File: src/rtl/alarm_clock_pkg.sv
// Shared constants for the alarm snooze controller.
//   - FSM state encodings (plain localparams so older code can use them).
//   - BCD digit widths.
//   - Time constants: minutes per hour and the last hour before wrap.
package alarm_clock_pkg;

  typedef logic [2:0] state_t;

  localparam state_t StIdle    = 3'd0;
  localparam state_t StRinging = 3'd1;
  localparam state_t StStop    = 3'd2;
  localparam state_t StCalc    = 3'd3;
  localparam state_t StLoad    = 3'd4;
  localparam state_t StWait    = 3'd5;
  localparam state_t StDismiss = 3'd6;
  localparam state_t StRestore = 3'd7;

  localparam int unsigned H1_W    = 2;  // tens-of-hours digit
  localparam int unsigned DIGIT_W = 4;  // every other BCD digit

  localparam int unsigned MIN_PER_HOUR = 60;
  localparam int unsigned HOUR_WRAP    = 23;

endpackage

File: src/rtl/alarm_snooze_ctrl_if.sv
// Load/stop port between the snooze controller and alarm_clock.
//   master (controller): drives H_in*/M_in*, LD_time, LD_alarm, STOP_al, AL_ON;
//                        reads Alarm and the current time H_out*/M_out*/S_out0.
//   slave  (clock):      the mirror image.
interface alarm_snooze_ctrl_if;
  import alarm_clock_pkg::*;

  logic [H1_W-1:0]    H_in1;
  logic [DIGIT_W-1:0] H_in0;
  logic [DIGIT_W-1:0] M_in1;
  logic [DIGIT_W-1:0] M_in0;
  logic               LD_time;
  logic               LD_alarm;
  logic               STOP_al;
  logic               AL_ON;

  logic               Alarm;
  logic [H1_W-1:0]    H_out1;
  logic [DIGIT_W-1:0] H_out0;
  logic [DIGIT_W-1:0] M_out1;
  logic [DIGIT_W-1:0] M_out0;
  logic [DIGIT_W-1:0] S_out0;

  modport master (
    output H_in1, H_in0, M_in1, M_in0, LD_time, LD_alarm, STOP_al, AL_ON,
    input  Alarm, H_out1, H_out0, M_out1, M_out0, S_out0
  );

  modport slave (
    input  H_in1, H_in0, M_in1, M_in0, LD_time, LD_alarm, STOP_al, AL_ON,
    output Alarm, H_out1, H_out0, M_out1, M_out0, S_out0
  );
endinterface

File: src/rtl/bcd_time_add.sv
// Combinational BCD hh:mm + minutes adder with 23:59 -> 00:xx wrap.
//   h1/h0/m1/m0         : time in BCD
//   add_min             : minutes to add (0..59)
//   sum_h1/h0/m1/m0     : result in BCD
module bcd_time_add
  import alarm_clock_pkg::*;
(
  input  logic [H1_W-1:0]    h1,
  input  logic [DIGIT_W-1:0] h0,
  input  logic [DIGIT_W-1:0] m1,
  input  logic [DIGIT_W-1:0] m0,
  input  logic [5:0]         add_min,
  output logic [H1_W-1:0]    sum_h1,
  output logic [DIGIT_W-1:0] sum_h0,
  output logic [DIGIT_W-1:0] sum_m1,
  output logic [DIGIT_W-1:0] sum_m0
);

  logic [6:0] min_tot;
  logic [6:0] min_wrap;
  logic [4:0] hr_tot;
  logic [4:0] hr_wrap;
  logic       carry;

  always_comb begin
    // Worst case 59 + 59 = 118 fits in 7 bits.
    min_tot  = 7'(m1) * 7'd10 + 7'(m0) + 7'(add_min);
    carry    = (min_tot >= 7'(MIN_PER_HOUR));
    min_wrap = carry ? (min_tot - 7'(MIN_PER_HOUR)) : min_tot;
    hr_tot   = 5'(h1) * 5'd10 + 5'(h0);
    if (carry) begin
      hr_wrap = (hr_tot >= 5'(HOUR_WRAP)) ? 5'd0 : (hr_tot + 5'd1);
    end else begin
      hr_wrap = hr_tot;
    end
    sum_m1 = 4'(min_wrap / 7'd10);
    sum_m0 = 4'(min_wrap % 7'd10);
    sum_h1 = 2'(hr_wrap / 5'd10);
    sum_h0 = 4'(hr_wrap % 5'd10);
  end

endmodule

File: src/rtl/alarm_snooze_ctrl.sv
// Snooze controller in front of the alarm_clock load/stop port.
// Arbitrates user loads against snooze reloads, runs the snooze sequence
// (stop ring, compute now+SNOOZE_MIN, reload alarm, count snoozes) and restores
// the user's saved alarm on dismiss.
//   clk, reset        : 10 Hz clock, asynchronous active-high reset
//   usr_*             : user time/alarm value, load requests, enable, dismiss
//   snooze            : snooze button level (edge detected here)
//   bus (master)      : alarm_clock load/stop port and current time / ring flag
//   snooze_cnt        : snoozes taken for the current alarm
//   snoozing          : waiting for a snooze re-ring
//   busy              : controller owns the load port, user loads ignored
// Optional feature macro: ALARM_AUTO_SNOOZE_EN (auto-snooze after RING_TIMEOUT
// seconds of unattended ringing).
module alarm_snooze_ctrl
  import alarm_clock_pkg::*;
#(
  parameter int unsigned SNOOZE_MIN   = 5,
  parameter int unsigned MAX_SNOOZE   = 3,
  parameter int unsigned LD_HOLD      = 10,
  parameter int unsigned RING_TIMEOUT = 60
) (
  input  logic               clk,
  input  logic               reset,
  input  logic [H1_W-1:0]    usr_H_in1,
  input  logic [DIGIT_W-1:0] usr_H_in0,
  input  logic [DIGIT_W-1:0] usr_M_in1,
  input  logic [DIGIT_W-1:0] usr_M_in0,
  input  logic               usr_LD_time,
  input  logic               usr_LD_alarm,
  input  logic               usr_AL_ON,
  input  logic               usr_STOP_al,
  input  logic               snooze,
  alarm_snooze_ctrl_if.master bus,
  output logic [3:0]         snooze_cnt,
  output logic               snoozing,
  output logic               busy
);

  localparam int unsigned HoldW = $clog2(LD_HOLD + 1);

  state_t             state_q, state_d;
  logic [HoldW-1:0]   hold_q, hold_d;
  logic [3:0]         cnt_q, cnt_d;
  logic               snooze_prev_q;
  logic [13:0]        saved_q, saved_d;  // {H1, H0, M1, M0}
  logic [13:0]        tin_q, tin_d;      // registered H_in/M_in
  logic               ld_time_q, ld_time_d;
  logic               ld_alarm_q, ld_alarm_d;
  logic               stop_al_q, stop_al_d;
  logic               al_on_q;
  logic               snoozing_q, snoozing_d;
  logic               busy_q, busy_d;

  logic [13:0]        sum;
  logic               snooze_req, dismiss_req, hold_done, user_path, ring_expired;

  bcd_time_add u_add (
    .h1      (bus.H_out1),
    .h0      (bus.H_out0),
    .m1      (bus.M_out1),
    .m0      (bus.M_out0),
    .add_min (6'(SNOOZE_MIN)),
    .sum_h1  (sum[13:12]),
    .sum_h0  (sum[11:8]),
    .sum_m1  (sum[7:4]),
    .sum_m0  (sum[3:0])
  );

`ifdef ALARM_AUTO_SNOOZE_EN
  localparam int unsigned RingW = $clog2(RING_TIMEOUT + 1);
  logic [RingW-1:0]   ring_cnt_q;
  logic [DIGIT_W-1:0] s_prev_q;

  // Counts seconds-digit changes while ringing; saturates at the timeout.
  always_ff @(posedge clk or posedge reset) begin
    if (reset) begin
      ring_cnt_q <= '0;
      s_prev_q   <= '0;
    end else begin
      s_prev_q <= bus.S_out0;
      if (state_q != StRinging) begin
        ring_cnt_q <= '0;
      end else if ((bus.S_out0 != s_prev_q) && (ring_cnt_q != RingW'(RING_TIMEOUT))) begin
        ring_cnt_q <= ring_cnt_q + 1'b1;
      end
    end
  end
  assign ring_expired = (state_q == StRinging) && (ring_cnt_q == RingW'(RING_TIMEOUT));
`else
  logic [DIGIT_W-1:0] unused_s_out0;
  assign unused_s_out0 = bus.S_out0;
  assign ring_expired  = 1'b0;
`endif

  always_comb begin
    snooze_req  = (snooze & ~snooze_prev_q) | ring_expired;
    dismiss_req = usr_STOP_al | ~usr_AL_ON;
    hold_done   = (hold_q == HoldW'(LD_HOLD - 1));
    user_path   = (state_q == StIdle) || (state_q == StWait);

    state_d = state_q;
    cnt_d   = cnt_q;
    saved_d = saved_q;
    tin_d   = tin_q;

    case (state_q)
      StIdle:    if (bus.Alarm) state_d = StRinging;
      StRinging: begin
        // Dismiss wins over a simultaneous snooze.
        if (dismiss_req) begin
          state_d = StDismiss;
        end else if (snooze_req) begin
          state_d = (cnt_q < 4'(MAX_SNOOZE)) ? StStop : StDismiss;
        end
      end
      StStop:    if (hold_done) state_d = StCalc;
      StCalc: begin
        state_d = StLoad;
        tin_d   = sum;
      end
      StLoad: begin
        if (hold_done) begin
          state_d = StWait;
          cnt_d   = cnt_q + 4'd1;
        end
      end
      StWait: begin
        if (dismiss_req) begin
          state_d = StDismiss;
        end else if (usr_LD_alarm) begin
          state_d = StIdle;
          cnt_d   = '0;
        end else if (bus.Alarm) begin
          state_d = StRinging;
        end
      end
      StDismiss: begin
        cnt_d = '0;
        if (hold_done) state_d = StRestore;
      end
      StRestore: if (hold_done) state_d = StIdle;
      default:   state_d = StIdle;
    endcase

    if (user_path) begin
      tin_d      = {usr_H_in1, usr_H_in0, usr_M_in1, usr_M_in0};
      ld_time_d  = usr_LD_time;
      ld_alarm_d = usr_LD_alarm;
      if (usr_LD_alarm) saved_d = {usr_H_in1, usr_H_in0, usr_M_in1, usr_M_in0};
    end else begin
      ld_time_d  = 1'b0;
      ld_alarm_d = (state_d == StLoad) || (state_d == StRestore);
    end
    if (state_d == StRestore) tin_d = saved_q;

    // Pulses are timed by state residency: outputs register the next state.
    hold_d     = ((state_d != state_q) || (hold_q == HoldW'(LD_HOLD))) ? '0 : hold_q + 1'b1;
    stop_al_d  = (state_d == StStop) || (state_d == StDismiss);
    snoozing_d = (state_d == StWait);
    busy_d     = (state_d == StStop) || (state_d == StCalc) || (state_d == StLoad) ||
                 (state_d == StDismiss) || (state_d == StRestore);
  end

  always_ff @(posedge clk or posedge reset) begin
    if (reset) begin
      state_q       <= StIdle;
      hold_q        <= '0;
      cnt_q         <= '0;
      snooze_prev_q <= 1'b0;
      saved_q       <= '0;
      tin_q         <= '0;
      ld_time_q     <= 1'b0;
      ld_alarm_q    <= 1'b0;
      stop_al_q     <= 1'b0;
      al_on_q       <= 1'b0;
      snoozing_q    <= 1'b0;
      busy_q        <= 1'b0;
    end else begin
      state_q       <= state_d;
      hold_q        <= hold_d;
      cnt_q         <= cnt_d;
      snooze_prev_q <= snooze;
      saved_q       <= saved_d;
      tin_q         <= tin_d;
      ld_time_q     <= ld_time_d;
      ld_alarm_q    <= ld_alarm_d;
      stop_al_q     <= stop_al_d;
      al_on_q       <= usr_AL_ON;
      snoozing_q    <= snoozing_d;
      busy_q        <= busy_d;
    end
  end

  assign bus.H_in1    = tin_q[13:12];
  assign bus.H_in0    = tin_q[11:8];
  assign bus.M_in1    = tin_q[7:4];
  assign bus.M_in0    = tin_q[3:0];
  assign bus.LD_time  = ld_time_q;
  assign bus.LD_alarm = ld_alarm_q;
  assign bus.STOP_al  = stop_al_q;
  assign bus.AL_ON    = al_on_q;
  assign snooze_cnt   = cnt_q;
  assign snoozing     = snoozing_q;
  assign busy         = busy_q;

endmodule

File: src/flat_wrapper.sv
// flat-port wrapper written by rule: the top's interface ports become plain ports
module alarm_snooze_ctrl_flat import alarm_clock_pkg::*;
#(
  parameter int unsigned SNOOZE_MIN   = 5,
  parameter int unsigned MAX_SNOOZE   = 3,
  parameter int unsigned LD_HOLD      = 10,
  parameter int unsigned RING_TIMEOUT = 60
)
  (clk, reset, usr_H_in1, usr_H_in0, usr_M_in1, usr_M_in0, usr_LD_time, usr_LD_alarm, usr_AL_ON, usr_STOP_al, snooze, snooze_cnt, snoozing, busy, bus_H_in1, bus_H_in0, bus_M_in1, bus_M_in0, bus_LD_time, bus_LD_alarm, bus_STOP_al, bus_AL_ON, bus_Alarm, bus_H_out1, bus_H_out0, bus_M_out1, bus_M_out0, bus_S_out0);
  alarm_snooze_ctrl_if bus_i ();
  input  logic clk;
  input  logic reset;
  input  logic [H1_W-1:0] usr_H_in1;
  input  logic [DIGIT_W-1:0] usr_H_in0;
  input  logic [DIGIT_W-1:0] usr_M_in1;
  input  logic [DIGIT_W-1:0] usr_M_in0;
  input  logic usr_LD_time;
  input  logic usr_LD_alarm;
  input  logic usr_AL_ON;
  input  logic usr_STOP_al;
  input  logic snooze;
  output logic [3:0] snooze_cnt;
  output logic snoozing;
  output logic busy;
  output wire logic [$bits(bus_i.H_in1)-1:0] bus_H_in1;
  output wire logic [$bits(bus_i.H_in0)-1:0] bus_H_in0;
  output wire logic [$bits(bus_i.M_in1)-1:0] bus_M_in1;
  output wire logic [$bits(bus_i.M_in0)-1:0] bus_M_in0;
  output wire logic [$bits(bus_i.LD_time)-1:0] bus_LD_time;
  output wire logic [$bits(bus_i.LD_alarm)-1:0] bus_LD_alarm;
  output wire logic [$bits(bus_i.STOP_al)-1:0] bus_STOP_al;
  output wire logic [$bits(bus_i.AL_ON)-1:0] bus_AL_ON;
  input wire logic [$bits(bus_i.Alarm)-1:0] bus_Alarm;
  input wire logic [$bits(bus_i.H_out1)-1:0] bus_H_out1;
  input wire logic [$bits(bus_i.H_out0)-1:0] bus_H_out0;
  input wire logic [$bits(bus_i.M_out1)-1:0] bus_M_out1;
  input wire logic [$bits(bus_i.M_out0)-1:0] bus_M_out0;
  input wire logic [$bits(bus_i.S_out0)-1:0] bus_S_out0;
  assign bus_H_in1 = bus_i.H_in1;
  assign bus_H_in0 = bus_i.H_in0;
  assign bus_M_in1 = bus_i.M_in1;
  assign bus_M_in0 = bus_i.M_in0;
  assign bus_LD_time = bus_i.LD_time;
  assign bus_LD_alarm = bus_i.LD_alarm;
  assign bus_STOP_al = bus_i.STOP_al;
  assign bus_AL_ON = bus_i.AL_ON;
  assign bus_i.Alarm = bus_Alarm;
  assign bus_i.H_out1 = bus_H_out1;
  assign bus_i.H_out0 = bus_H_out0;
  assign bus_i.M_out1 = bus_M_out1;
  assign bus_i.M_out0 = bus_M_out0;
  assign bus_i.S_out0 = bus_S_out0;
  alarm_snooze_ctrl #(.SNOOZE_MIN(SNOOZE_MIN), .MAX_SNOOZE(MAX_SNOOZE), .LD_HOLD(LD_HOLD), .RING_TIMEOUT(RING_TIMEOUT)) u_core (.clk(clk), .reset(reset), .usr_H_in1(usr_H_in1), .usr_H_in0(usr_H_in0), .usr_M_in1(usr_M_in1), .usr_M_in0(usr_M_in0), .usr_LD_time(usr_LD_time), .usr_LD_alarm(usr_LD_alarm), .usr_AL_ON(usr_AL_ON), .usr_STOP_al(usr_STOP_al), .snooze(snooze), .bus(bus_i), .snooze_cnt(snooze_cnt), .snoozing(snoozing), .busy(busy));
endmodule
File: config.mk
export PLATFORM = sky130hd
export DESIGN_NAME = alarm_snooze_ctrl_flat
export DESIGN_NICKNAME = d
export VERILOG_FILES = /design/src/rtl/alarm_clock_pkg.sv /design/src/rtl/alarm_snooze_ctrl_if.sv /design/src/rtl/bcd_time_add.sv /design/src/rtl/alarm_snooze_ctrl.sv /design/src/flat_wrapper.sv
export SDC_FILE = /design/constraint.sdc
export NUM_CORES = 1
export LEC_CHECK = 0
export CORE_MARGIN = 2
export CORE_UTILIZATION = 50
export DETAILED_ROUTE_END_ITERATION = 10
export HOLD_SLACK_MARGIN = 0.02
export PLACE_DENSITY = 0.87
export SETUP_SLACK_MARGIN = 0.1
export SYNTH_ARGS = -nofsm -noshare
export SYNTH_HDL_FRONTEND = slang
export SYNTH_HIERARCHICAL = 1
export SYNTH_SLANG_ARGS = --single-unit
File: constraint.sdc
create_clock -name clk -period 2 [get_ports clk]
set_input_delay 0.2 -clock clk [delete_from_list [all_inputs] [get_ports clk]]
set_output_delay 0.2 -clock clk [all_outputs]
set_load 0.005 [all_outputs]
==> results of run 1 <==
-- logic make-up (layout without fill, tap and decap cells) --
group,count (synthesis),count (layout),share of synthesized area [%]
AO/OA/AOI/OAI,144,144,26.7
AND/OR/NAND/NOR,111,111,15.4
flip-flops,46,46,28.8
buffers and inverters,43,246,5.36
adder cells (fa/ha/maj),31,31,10.8
multiplexers,31,31,9.24
XOR/XNOR,15,15,3.48
other,2,6,0.188
-- sequential cells by signal, indices dropped and copies added (netlist names) --
name                  flops
u_core/snooze_cnt         4
u_core/bus.STOP_al        1
u_core/bus.LD_time        1
u_core/state_q            3
u_core/snoozing           1
u_core/hold_q             4
u_core/bus.AL_ON          1
u_core/snooze_prev_q      1
u_core/bus.LD_alarm       1
u_core/tin_q             14
u_core/busy               1
u_core/saved_q           14
-- layer usage --
| layer | up-vias | track usage (%) |
|---|---|---|
| met3 | 141 | 4.67 |
| met2 | 380 | 59.7 |
| met1 | 2263 | 38.0 |
| met5 | - | 0 |
| met4 | 0 | 12.0 |
| li1 | 2008 | - |
-- stage by stage --
stage | utilization [%] | power (mW) | instance area (um2) | setup TNS, ns | hold slack [ns]
CTS | 79.2 | 9.72 | 6120 | -26.48 | 0.362
floorplan | - | 5.70 | 4190 | -27.51 | 0.231
global placement | 73.5 | 8.10 | 5680 | -35.78 | 0.462
detailed placement | 73.5 | 8.40 | 5680 | -39.53 | 0.486
global route | 84.3 | 11.8 | 6520 | -32.76 | 0.415
finish | 84.3 | 11.3 | 6520 | -30.51 | 0.343
-- power groups by stage --
stage / registers (mW) / logic (mW) / clock network [mW]
final: 1.75 / 8.95 / 0.635
after global routing: 1.79 / 9.30 / 0.671
after CTS: 1.69 / 7.40 / 0.635
after detailed placement: 1.71 / 6.70 / 0
after global placement: 1.68 / 6.42 / 0
after floorplan: 1.60 / 4.10 / 0
-- area by class of cell --
cell class	instances	area, um2
Multi-Input combinational cell	338	3220
Fill cell	367	1210
Sequential cell	46	1150
Clock buffer	7	86.3
Tap cell	102	128
Clock inverter	1	8.76
Inverter	26	100
Timing Repair Buffer	212	1820
-- worst reg2reg max path, stage by stage, from the launching register on --
cell and delay (ns):
sky130_fd_sc_hd__dfrtp_2 0.51, sky130_fd_sc_hd__nand2b_1 0.22, sky130_fd_sc_hd__buf_4 0.19, sky130_fd_sc_hd__a21oi_1 0.58, sky130_fd_sc_hd__o22ai_1 0.18, sky130_fd_sc_hd__a21oi_1 0.28
sky130_fd_sc_hd__mux2_4 0.22
-- final timing paths --
path,to,slack [ns],startpoint,depth (start not counted)
max reg2reg,u_core/tin_q[7],-0.23,u_core/state_q[2],6
min reg2reg,u_core/saved_q[4],0.52,u_core/saved_q[4],1
max,u_core/tin_q[9],-2.98,bus_M_out0[0],22
max in group asynchronous,u_core/state_q[0],1.22,reset,3
min,u_core/bus.AL_ON,0.34,reset,3
min in group clk,u_core/bus.LD_time,0.46,usr_LD_time,2
-- cells in the final DEF, fill, tap and decap left out, drive strengths merged, types with 8 or more instances in the layout --
cell type,n
nand3,10
a31oi,8
nor2,21
xnor2,11
o22ai,21
nor3,11
nand2,21
ha,25
dfrtp,46
clkdlybuf4s50,52
mux2,26
buf,157
o21ai,26
inv,26
a21oi,21
-- timing repair --
item / in CTS / in global routing
endpoints found under the setup margin: 21 / 31
pin swaps: 39 / 52
cloned: 0 / 0
gates resized for setup: 77 / 57
setup buffers: 15 / 24
==> metrics, run 1 <==
drt wl/cell=23.0 um; number of top-level design ports=64; Synth cell types=76; Cell Int Power=6.16 mW; Max Slew Vio Count=0; maximum cell stage delay along the critical path=0.43 ns; areal power density over the cells=1740 mW/mm2; NetSw=5.17 mW; overflow left after global routing=0; final weighted congestion in routability-driven placement=0.921; vias in the first global route=4,601; DR vias=4,792; gate count of the mapped netlist=423; type of origin of the critical path=input pin; Post-CTS Hold Fix Bufs=0; maximum net fanout on the critical path=4; class of the tightest hold or removal check=input pin to async pin; Crit path required time=2.20 ns; nature of the critical path endpoint=flop; total met3 wirelength after detailed routing=1300 um; overall die width=93.4 um; final wirelength=16,800 um; largest delay contributor family on the critical path=compound AO/OA/AOI/OAI gates; pre-CTS setup slack=-3.58 ns; commonest cells in the netlist=sky130_fd_sc_hd__dfrtp_1, sky130_fd_sc_hd__inv_1, sky130_fd_sc_hd__ha_1; dominant register cell in the synthesized netlist=sky130_fd_sc_hd__dfrtp_1; Diodes inserted=0; number of iterations in the first detailed-routing pass=5; cell area after synthesis=0.00399 mm2; setup repair after global routing missed its margin=true; total global routing track utilization=32.5%; Die Height=93.4 um; logic gate share of total power=79.0%; fraction of power spent switching nets=45.6%; run status=complete, but fails checks; fraction of final layout cells sized beyond drive strength 1=47.0%; per-cell via count in the routed design=6.55; clock slew at the register clock pins of the worst setup and hold paths=0.09 ns; Static Leak=2.86 nW; top metal layer carrying routed signals=met4; DRC=0; post-route worst setup slack=-2.98 ns; worst slew pin tran=0.695 ns; htree depth=2; post-detail-place hpwl=9450 um; clock root buffer=sky130_fd_sc_hd__clkbuf_8; Peak VDD IR=1.05 mV; flip-flop and latch count after synthesis=46; ranking of synthesized cells by area=sky130_fd_sc_hd__dfrtp_1, sky130_fd_sc_hd__ha_1, sky130_fd_sc_hd__mux2_2; floorplan die area=0.00872 mm2; layout-stage area growth over the synthesis result=63.1%; first-pass GRT wire length=22,500 um; worst setup path class=input pin to flop; CTS sink cnt=46; total met2 wirelength after detailed routing=8390 um; max-slew headroom at the worst pin=53.4%; cell with the most instances after synthesis=sky130_fd_sc_hd__dfrtp_1; effective utilization at floorplan=51.7%; fraction of power consumed by the clock network=5.6%; Hold Violations, Final=0; Finished Layout Cells=732; net count of the finished layout=700; sequential cell fraction of total power=15.4%; violations in the final reports=negative setup slack; count of endpoints failing setup in the final report=17; clock latency on the worst-skew pair=0.31 ns; TritonCTS clock tree=done; met1 wire length=5980 um; maximum clock path buffer count=2; number of routed nets with antenna violations=0; Post-Synthesis Mean Instance Area=9.44 um2; Post-synth ARST share=100%; fin crit period=4.98 ns; share of the cycle needed by the critical path after routing=249%; Critical Path AT=5.18 ns; iteration-0 DRC count of the detailed router=542; Buf+Inv Stages, Crit Path=2; portion of synthesized cell area occupied by the leading cell type=28.8%; Post-Place Cells=691; cell accounting for the most synthesized area=sky130_fd_sc_hd__dfrtp_1; Row Count=32; number of port buffers=59; critical-path cell with the highest stage delay=sky130_fd_sc_hd__fa_2; clock buffer count from CTS=5; Yosys Warn Count=6; cell-by-cell listing of the critical path=clkdlybuf4s50_1 > ha_2 > ha_4 > fa_2 > a211o_4 > and3_4 > nor4_4 > a22oi_4 > o21ai_1 > o21ai_4 > ha_4 > o21ai_4 > xnor2_2 > ha_2 > a211o_1 > buf_4 > o21a_1 > o32a_1 > xnor2_1 > o22ai_1 > a21oi_1 > mux2_4; initial antenna violation count=0; EDFF count, synth=0; area of the core region=0.00773 mm2; count of maximum capacitance violations=0; Clock Skew=0.00409 ns; maximum clock frequency=201 MHz; sequential fraction of the synthesis area=28.8%; largest net degree at the start of global routing=47
No activity file was read; power rests on OpenSTA's default activity.
==> run 2, diff against run 1 <==
Settings changed: CORE_UTILIZATION 50 to 48, GPL_TIMING_DRIVEN set to 0, PLACE_DENSITY 0.87 to 0.86, SYNTH_HIERARCHICAL 1 to unset.
==> run 2 against run 1 <==
The flow still finishes with violations (negative setup slack). Count of clock-buffer cells in the layout shrank 2. Wire length down 32%. Utilization is 5.9 points lower. Highest routed layer unchanged. Via count is 23% lower. Largest cell class unchanged. Combinational power shrank 34%. Final cell count is 18% lower.
==> metrics, run 2 <==
Synth cell types=67 (-12%); first-pass GRT wire length=16,200 um (-28%); fillcell total=408 (+11%); overflow left after global routing=0 (unchanged); number of cells on the worst reg-to-reg path=9 (+3); post-detail-place hpwl=6870 um (-27%); share of the cycle needed by the critical path after routing=195% (-54 points); logic depth of the worst setup path including buffers=18 (-18%); largest net degree at the start of global routing=41 (-13%); dominant register cell in the synthesized netlist=sky130_fd_sc_hd__dfrtp_1; TritonCTS clock tree=done; net count after synthesis=447; maximum cell stage delay along the critical path=0.58 ns (+0.15 ns); maximum net fanout on the critical path=4 (unchanged); htree depth=2 (unchanged); fraction of final layout cells sized beyond drive strength 1=40.0% (-7.0 points); setup TNS=-19.47 ns (+11.04 ns); most frequent cells in the layout=sky130_fd_sc_hd__clkdlybuf4s50_1, sky130_fd_sc_hd__buf_4, sky130_fd_sc_hd__dfrtp_1; Row Count=30 (-6.3%); net count of the finished layout=572 (-18%); run status=complete, but fails checks; total global routing track utilization=26.2% (-6.2 points); DRC=0 (unchanged); iteration-0 DRC count of the detailed router=225 (-58%); number of iterations in the first detailed-routing pass=6 (+1); worst setup path endpoint=u_core.tin_q[1]; fraction of synthesized area in multiplexers=5.30% (-3.9 points); share of synthesized cell area in and, or, nand and nor gates=18.0% (+2.6 points); largest registers=u_core.saved_q x14, u_core.tin_q x14; DR vias=3,669 (-23%); Critical Path AT=4.09 ns (-1.09 ns); max-slew headroom at the worst pin=50.7% (-2.6 points); maximum clock path buffer count=2 (unchanged); floorplan die area=0.00788 mm2 (-9.6%); portion of synthesized cell area occupied by the leading cell type=33.4% (+4.5 points); effective utilization at floorplan=50.2% (-1.5 points); class of the tightest hold or removal check=input pin to async pin; Static Leak=2.21 nW (-23%); vias in the first global route=3,396 (-26%); Hold Violations, Final=0 (unchanged); cell area after synthesis=0.00345 mm2 (-14%); maximum clock frequency=256 MHz (+27%); flip-flop and latch count after synthesis=46 (unchanged); post-route worst setup slack=-1.91 ns (+1.07 ns); Worst Hold Slack=0.107 ns (-0.235 ns); cell accounting for the most synthesized area=sky130_fd_sc_hd__dfrtp_1; clock buffer count from CTS=5 (unchanged); cell with the most instances after synthesis=sky130_fd_sc_hd__dfrtp_1; per-cell via count in the routed design=6.13 (-6.4%); Peak VDD IR=0.911 mV (-13%); EDFF count, synth=0 (unchanged); Die Height=88.8 um (-4.9%); combinational family with the most area after synthesis=compound AO/OA/AOI/OAI gates; Clock Skew=0.00449 ns (+0.000402 ns); CTS sink cnt=46 (unchanged); Post-CTS Hold Fix Bufs=0 (unchanged); launch point of the worst reg-to-reg path=u_core.hold_q[0]; number of port buffers=59 (unchanged); largest delay contributor family on the critical path=compound AO/OA/AOI/OAI gates; gate count of the mapped netlist=378 (-11%); initial antenna violation count=0 (unchanged); cell-by-cell listing of the critical path=buf_8 > ha_4 > ha_4 > fa_2 > a211oi_4 > nor2_2 > or4_4 > o211ai_4 > and3_4 > o21ai_4 > xnor2_2 > a21oi_2 > nor2_1 > ha_2 > a21oi_2 > a211oi_2 > xnor2_1 > a21oi_1; clock latency on the worst-skew pair=0.30 ns (about the same); count of endpoints failing setup in the final report=14 (-3); clock root buffer=sky130_fd_sc_hd__clkbuf_8; Crit path required time=2.18 ns (-0.02 ns); count of maximum capacitance violations=0 (unchanged); total power draw=8.05 mW (-29%); nature of the critical path endpoint=flop; sequential fraction of the synthesis area=33.4% (+4.5 points); worst setup path class=input pin to flop; XOR/XNOR Fraction of Synth Area=4.43% (+0.95 points); layout-stage area growth over the synthesis result=56.2%; Post-Synthesis Mean Instance Area=9.13 um2 (-3.3%); Yosys Warn Count=0 (-6); ranking of synthesized cells by area=sky130_fd_sc_hd__dfrtp_1, sky130_fd_sc_hd__ha_1, sky130_fd_sc_hd__mux2_2; drt wl/cell=19.1 um (-17%); Post-synth ARST share=100% (unchanged); violations in the final reports=negative setup slack; compound-cell area share of the yosys netlist=24.1% (-2.6 points); fin crit period=3.91 ns (-1.07 ns); reg-to-reg critical path endpoint=u_core.tin_q[13]; worst slew pin tran=0.721 ns (+0.0260 ns); post-synthesis share of cell area spent on full adders, half adders and majority gates=11.2% (+0.33 points); Buf+Inv Stages, Crit Path=1 (-1); Reg2Reg Setup Slack=-0.31 ns (-0.08 ns); critical-path cell with the highest stage delay=sky130_fd_sc_hd__or4_4; final weighted congestion in routability-driven placement=0.807 (-12%); number of top-level design ports=64 (unchanged); final wirelength=11,500 um (-32%); area of the core region=0.00687 mm2 (-11%); areal power density over the cells=1490 mW/mm2 (-14%); launching instance or port of the critical path=bus_M_out1[0]; type of origin of the critical path=input pin; Diodes inserted=0 (unchanged); setup repair after global routing missed its margin=true; most common cell after layout, fill and taps aside=sky130_fd_sc_hd__clkdlybuf4s50_1; number of routed nets with antenna violations=0 (unchanged); Max Slew Vio Count=0 (unchanged); overall die width=88.8 um (-4.9%); clock slew at the register clock pins of the worst setup and hold paths=0.08 ns (about the same); commonest cells in the netlist=sky130_fd_sc_hd__dfrtp_1, sky130_fd_sc_hd__a21oi_1, sky130_fd_sc_hd__nor2_1, sky130_fd_sc_hd__ha_1, sky130_fd_sc_hd__o21ai_0
## run 2: how the worst min path moves through the flow
| stage | startpoint | cells after the start | end | slack [ns] |
|---|---|---|---|---|
| after floorplan | usr_AL_ON | 0 | u_core.bus.AL_ON | 0.23 |
| after global placement | u_core.saved_q[6] | 2 | u_core.tin_q[6] | 0.45 |
| after detailed placement | reset | 2 | u_core.bus.LD_time | 0.43 |
| after CTS | reset | 2 | u_core.bus.LD_time | 0.11 |
| after global routing | reset | 2 | u_core.bus.LD_time | 0.12 |
| final | reset | 2 | u_core.bus.LD_time | 0.11 |
## run 2: final cells by class
type | count | area (um2) | area share, %
plain buffers | 11 | 91.3 | 1.69
clock buffers | 5 | 68.8 | 1.28
clock inverters | 2 | 10.0 | 0.186
inverters | 23 | 91.3 | 1.69
multi-input cells | 298 | 2760 | 51.3
flip-flops and latches | 46 | 1150 | 21.4
well taps | 96 | 120 | 2.23
repair buffers | 118 | 1090 | 20.3
## run 2: cell families after synthesis
group	count (synthesis)
adders and majority gates	29
AOI/OAI and AO/OA	118
DFF	46
buffers and inverters	34
and+or+nand+nor	121
muxes	16
xor gates and xnor gates	14
## run 2: layer usage
layer	part of all wire, %	vias to the layer above	GRT usage [%]
li1	-	1653	-
met1	40	1817	34.0
met2	52	159	45.6
met3	5.4	40	4.29
met4	3.1	0	6.89
met5	0	-	0
## run 2: metrics by stage
step	area, um2	worst slack [ns]	utilization (%)	std cells
final	5390	-1.91	78.5	599
after global placement	4450	-2.75	64.7	533
after CTS	4990	-1.78	72.6	578
after floorplan	3740	-1.86	-	378
after global routing	5390	-2.03	78.5	599
after detailed placement	4470	-2.84	65.0	534
## run 2: power breakdown
part           internal [mW]  total (mW)  switching (mW)
registers               1.37        1.64           0.270
logic                   2.87        5.88            3.01
clock network          0.235       0.534           0.299
## run 2: repair_timing
action | CTS | global route
resized for setup | 70 | 62
setup buffers | 37 | 21
setup endpoints to repair | 27 | 33
pin swaps | 31 | 46
gates cloned | 0 | 0
